===== config.mk =====
export PLATFORM = sky130hd
export DESIGN_NAME = program_store
export DESIGN_NICKNAME = d
export VERILOG_FILES = /design/src/rtl/program_store.sv
export SDC_FILE = /design/constraint.sdc
export NUM_CORES = 1
export LEC_CHECK = 0
export ABC_AREA = 1
export CAP_MARGIN = 20
export CELL_PAD_IN_SITES_DETAIL_PLACEMENT = 2
export CELL_PAD_IN_SITES_GLOBAL_PLACEMENT = 2
export CORE_MARGIN = 2
export CORE_UTILIZATION = 37
export DETAILED_ROUTE_END_ITERATION = 6
export GPL_TIMING_DRIVEN = 0
export PLACE_DENSITY = 0.79
export SLEW_MARGIN = 10
export SYNTH_ARGS = -nofsm -noshare
export SYNTH_HDL_FRONTEND = slang
export SYNTH_SLANG_ARGS = --single-unit

===== constraint.sdc =====
create_clock -name oscillator -period 1.7 [get_ports oscillator]
set_input_delay 0.34 -clock oscillator [delete_from_list [all_inputs] [get_ports oscillator]]
set_output_delay 0.34 -clock oscillator [all_outputs]
set_load 0.02 [all_outputs]

===== src/rtl/program_store.sv =====
// Program store feeding the 8-bit CPU: byte-wide load port, registered fetch, holds CPU until a program exists.
// Latency: instruction valid 1 oscillator cycle after instruction_address; cpu_hold registered.
// Backpressure: load_ready drops when the store is full or not in LOAD; excess bytes are dropped and flag overflow.
// Optional: define PROGRAM_STORE_CHECKSUM_EN to build the running byte checksum (otherwise tied to zero).
module program_store #(
    parameter int         DEPTH     = 32,
    parameter logic [7:0] FILL_WORD = 8'hC3
) (
    input  logic                     oscillator,
    input  logic                     reset_n,
    input  logic                     load_mode,
    input  logic                     load_valid,
    input  logic [7:0]               load_data,
    output logic                     load_ready,
    input  logic [7:0]               instruction_address,
    output logic [7:0]               instruction,
    output logic                     cpu_hold,
    output logic [$clog2(DEPTH):0]   program_length,
    output logic                     overflow,
    output logic [7:0]               checksum
);

    localparam int AW = $clog2(DEPTH);
    localparam int LW = AW + 1;
    localparam int CW = (LW > 8) ? LW : 8;
    localparam logic [LW-1:0] DEPTH_L = LW'(DEPTH);

    typedef enum logic [1:0] {IDLE, LOAD, RUN} state_t;

    state_t        state;
    state_t        state_next;
    logic [LW-1:0] wr_ptr;
    logic [7:0]    mem [DEPTH];
    logic          xfer;
    logic          enter_load;
    logic          addr_hit;

    assign load_ready     = (state == LOAD) && (wr_ptr < DEPTH_L);
    assign xfer           = load_valid && load_ready;
    assign enter_load     = (state != LOAD) && load_mode;
    assign program_length = wr_ptr;
    // Bounded by program_length (<= DEPTH), so addresses past DEPTH can never alias.
    assign addr_hit       = CW'(instruction_address) < CW'(wr_ptr);

    always_comb begin
        state_next = state;
        case (state)
            IDLE:    if (load_mode) state_next = LOAD;
            LOAD:    if (!load_mode) state_next = ((wr_ptr != '0) || xfer) ? RUN : IDLE;
            RUN:     if (load_mode) state_next = LOAD;
            default: state_next = IDLE;
        endcase
    end

    always_ff @(posedge oscillator or negedge reset_n) begin
        if (!reset_n) begin
            state       <= IDLE;
            wr_ptr      <= '0;
            overflow    <= 1'b0;
            instruction <= FILL_WORD;
            cpu_hold    <= 1'b1;
        end else begin
            state       <= state_next;
            // Drops only after a full cycle in RUN; rises on the edge that leaves RUN.
            cpu_hold    <= !((state == RUN) && (state_next == RUN));
            instruction <= ((state == RUN) && addr_hit) ? mem[instruction_address[AW-1:0]] : FILL_WORD;
            if (enter_load) begin
                wr_ptr   <= '0;
                overflow <= 1'b0;
            end else if (state == LOAD) begin
                if (xfer)
                    wr_ptr <= wr_ptr + LW'(1);
                else if (load_valid)
                    overflow <= 1'b1;
            end
        end
    end

    always_ff @(posedge oscillator) begin
        if (xfer)
            mem[wr_ptr[AW-1:0]] <= load_data;
    end

`ifdef PROGRAM_STORE_CHECKSUM_EN
    always_ff @(posedge oscillator or negedge reset_n) begin
        if (!reset_n)
            checksum <= 8'd0;
        else if (enter_load)
            checksum <= 8'd0;
        else if (xfer)
            checksum <= checksum + load_data;
    end
`else
    assign checksum = 8'd0;
`endif

endmodule

# Word level (Yosys, flattened, before mapping)
# Memory sizes are Yosys's and may differ from the RTL's.
# Index checks and enable logic that the tools add are counted.
# word_totals
elab_cells	43
ff_bits	18
ram_bits	256
in_bits	20
n_memories	1
# op_classes
n_addsub	1
eq_ne	5
n_mux	14
reduce_logical	15
order_cmp	2
# mem_list
memory	depth	width	read_ports	rd_clocked_by_memory_dff	write_ports	line	text
mem	32	8	1	0	1	33	logic [7:0] mem [DEPTH];
# ops
op	n
$mux 6	3
$lt 8x6->1	1
$mux 8	1
$add 6x1->6 const B	1
$lt 6x6->1 const B	1
$mux 1	6
$mux 2	3
$reduce_bool 2->1	3
$reduce_bool 6->1	1
$logic_and 1x1->1	5
$eq 2x2->1 const B	2
$ne 2x1->1 const B	2
$pmux 2 s2	1
$reduce_and 3->1	1
$eq 2x1->1 const B	1
$logic_not 2->1	1
$reduce_and 2->1	1
$reduce_or 2->1	1
$logic_not 1->1	1
$logic_or 1x1->1	1

# Longest topological paths before layout
# depth
depth_word	10
ltp_mapped	11
depth_no_buf	9

# Worst setup path before layout
# Ideal clock, no wire load.
# synth_path
path_type	register to register
from	register wr_ptr[5], in the netlist program_length[5]
to	memory mem[31][0], enable pin
period_less_slack_ps	2096
arrival_ps	1710
n_path_buf	0
setup_ps	386
slack_ps	-396
required_time_ps	1314
stages_incl_launch_ff	4
cell_sequence	dfrtp_1 nor2_1 nand2_2 nor3_1
# synth_via
elab_chain_cells	5
# synth_rtl
element	line	text
from (decl)	32	logic [LW-1:0] wr_ptr;
from (signal assigned)	72	wr_ptr <= wr_ptr + LW'(1);
$lt 6x6->1	38	assign load_ready = (state == LOAD) && (wr_ptr < DEPTH_L);
$logic_and 1x1->1	38	
net load_ready	14	output logic load_ready,
$logic_and 1x1->1	39	assign xfer = load_valid && load_ready;
$mux 1	80	if (xfer)
$mux 1 (not written as such)	81	mem[wr_ptr[AW-1:0]] <= load_data;
to (decl)	33	
# The timed path passes the listed nets, and every way through them passes these cells.

# Final worst setup path
# layout_path
from	register state[1]
to	memory mem[19][4], enable pin
# layout_via
elab_chain_cells	5
# layout_rtl
element	line	text
from (decl)	30	state_t state;
from (signal assigned)	63	state <= state_next;
$eq 2x1->1	38	
$logic_and 1x1->1	38	
$logic_and 1x1->1	39	
$mux 1	80	
$mux 1 (not written as such)	81	
# Every way passes these cells.

==> flow_summary.toml <==
[critical_path]
startpoint = "state[1]"
r2r-end = "mem[19][4]"
cp_common_cell = "nor2_4"
cp_slowest_stage_delay_ps = 390
worst_ep_arrival_time_ps = 2240
cp-endpoint = "mem[19][4]"
path_cells = "inv_2 -> nand2_4 -> nor2_4 -> nand2_8 -> nor2_4 -> clkinvlp_4 -> buf_6 -> nor2_4 -> buf_6"
path_depth = 9
r2r_start = "state[1]"
reg2regPathDepth = 9
cpLargestDelayFamily = "simple AND/OR/NAND/NOR gates"
path_max_fanout = 4
crit_type = "reg2reg"
crit_required_ps = 1990
cpMaxStageDelayCell = "dfrtp_1"
startpoint_type = "flop"
path_buf_inv = 4
rrSetupSlack_ps = -240
worst_setup_path_end_kind = "flop"

[drt]
wl_per_cell_um = 36.75
ant_nets = 0
wirelength_um = 60050
vias = 10120
drc = 0
dr.first_iter.drc_count = 1270
via_per_inst = 6.193
first_pass_iters = 5

[die]
core_mm2 = 0.03067
die_h_um = 180.8
rows = 64
initial_utilization_pct = 37.72
num_io_pins = 45
die_area_mm2 = 0.03270
die_w_um = 180.8

[outcome]
violations = "negative setup slack"
run_status = "finished with violations"

[final_layout]
diodes = 0
mostFrequentLayoutCell = "nand2_1"
instances_no_fill = 1634
layout_common_cells = "341 x nand2_1, 256 x edfxtp_1, 178 x nand3_1, 72 x buf_4, 45 x inv_1"
fin_util_pct = 50.35
fin_nets = 1243
drive_gt1_share_pct = 26.66
syn_to_final_growth_pct = 33.50

[global_routing]
antenna_found_initial = 1
grt_start_max_net_pins = 33
grt_pass1_wl_um = 78080
grt_overflow_total = 0
track_usage_pct = 33.46
grt_pass1_vias = 10750

[flow_run]
max_cap_violations = 0

[yosys]
synthesis.instances = 1046
ys_ff_latch = 274
synth-seq-area-share_pct = 70.40
synth_top_area_share_pct = 66.45
netlist_area_mm2 = 0.01157
synth_cell_types = 23
synth_area_leaders = "edfxtp_1 66%, nand2_1 11%, nand3_1 8.4%"
avgSynthCellArea_um2 = 11.06
yosys.area.top_type = "edfxtp_1"
ys_warn_count = 0

[clocking]
ctsHoldBuffers = 0
clock_latency_ps = 600
clk_pin_slew_ps = 70
cts_root_buffer = "clkbuf_16"
htreeDepth = 1
cts_max_path_buffers = 3
cts.sink_count = 274
cts_tree = "built"
cts_buffers = 30

[sta]
slew_viol_final = 0
rsz0062_at_grt = "true"
holdWs_ps = 120.8
fin_skew_ps = 28.74
slew_headroom_pct = 34.83
final_hold_viol_count = 0
setup-tns-final_ps = -17050
period_needed_ps = 1942
min_period_over_period_pct = 114.2
worstMarginPinSlew_ps = 974.5
setup_ws_ps = -241.5
fmax_mhz = 515.1
setup_viol_count_final = 253

[place]
routabilityCongestion = 0.8078
place_ws_ps = -1146
dp.cells = 1489
detailed_place_hpwl_um = 27650
portBuffers = 36

[hold_path]
min-delay-path-class = "in2async"

[power]
ir_drop_mv = 1.063
cellLeakagePower_nw = 5.995
power_density_mw_per_mm2 = 1095
## cells by family (layout without fill, tap and decap cells)
logic type	Yosys count	in the layout	synth area share, %
buffers and inverters	123	308	5.278
adders and majority gates	9	9	0.9734
DFF	274	274	70.40
and+or+nand+nor	613	613	22.10
AOI/OAI and AO/OA	26	26	1.222
other	1	8	0.03242
## worst register-to-register path, stage by stage (launching register included)
cell and delay, ps:
dfrtp_1 390, inv_2 90, nand2_4 70, nor2_4 190, nand2_8 120, nor2_4 160
clkinvlp_4 140, buf_6 160, nor2_4 170, buf_6 170
## worst min path at each step
stage / from / end / slack, ps
after floorplan: reset_n / instruction[2] / 40
after global placement: state[1] / state[0] / 430
after detailed placement: state[1] / state[0] / 440
after CTS: reset_n / instruction[3] / 80
after global routing: reset_n / instruction[3] / 110
final: reset_n / instruction[3] / 120
## area by class of cell
type | instances | area, um^2
Fill cell | 2884 | 15230
Sequential cell | 274 | 8148
Tap cell | 396 | 495.5
Inverter | 59 | 266.5
Clock inverter | 22 | 286.5
Timing Repair Buffer | 129 | 1440
Clock buffer | 34 | 787.0
Buffer | 64 | 549.3
Multi-Input combinational cell | 656 | 3471
## registers in the layout, summed over array words and instances, names as in the netlist
signal,cells
instruction,8
program_length,6
mem,256
state,2
overflow,1
cpu_hold,1
## synthesized netlist by cell type
cell type / number
nand2_1: 353
edfxtp_1: 256
nand3_1: 194
inv_1: 57
nor2_1: 57
buf_4: 26
buf_2: 17
dfrtp_1: 13
clkbuf_1: 12
a21oi_1: 10
o21ai_0: 10
ha_1: 9
nor3_1: 8
buf_1: 5
dfstp_2: 5
buf_6: 4
a31oi_1: 2
inv_2: 2
o22ai_1: 2
a21oi_2: 1
conb_1: 1
nand2_2: 1
o31ai_1: 1
## repair_timing
action | in CTS | in global routing
setup endpoints to repair | 283 | 274
pin swaps | 38 | 30
cloned | 0 | 1
buffers inserted | 74 | 14
resized for setup | 141 | 99
## power breakdown
part	total, mW	switching, mW	internal, mW
clock	7.59	3.21	4.38
sequential	7.47	0.0391	7.43
combinational	1.84	1.30	0.545
total	16.9	4.55	12.4
## routing by layer
| metal | GRT usage (%) | vias up | part of all wire, % |
|---|---|---|---|
| li1 | - | 3897 | - |
| met3 | 5.987 | 256 | 9.0 |
| met1 | 39.68 | 5221 | 36 |
| met2 | 56.67 | 745 | 48 |
| met5 | 0 | - | 0 |
| met4 | 20.42 | 0 | 7.3 |
## per-stage QoR
stage	area (um^2)	total power, mW
after global placement	12720	8.807
after floorplan	11870	8.270
after global routing	15440	17.11
final	15440	16.90
after detailed placement	12760	8.882
after CTS	15040	16.23
No activity file was read; power rests on OpenSTA's default activity.
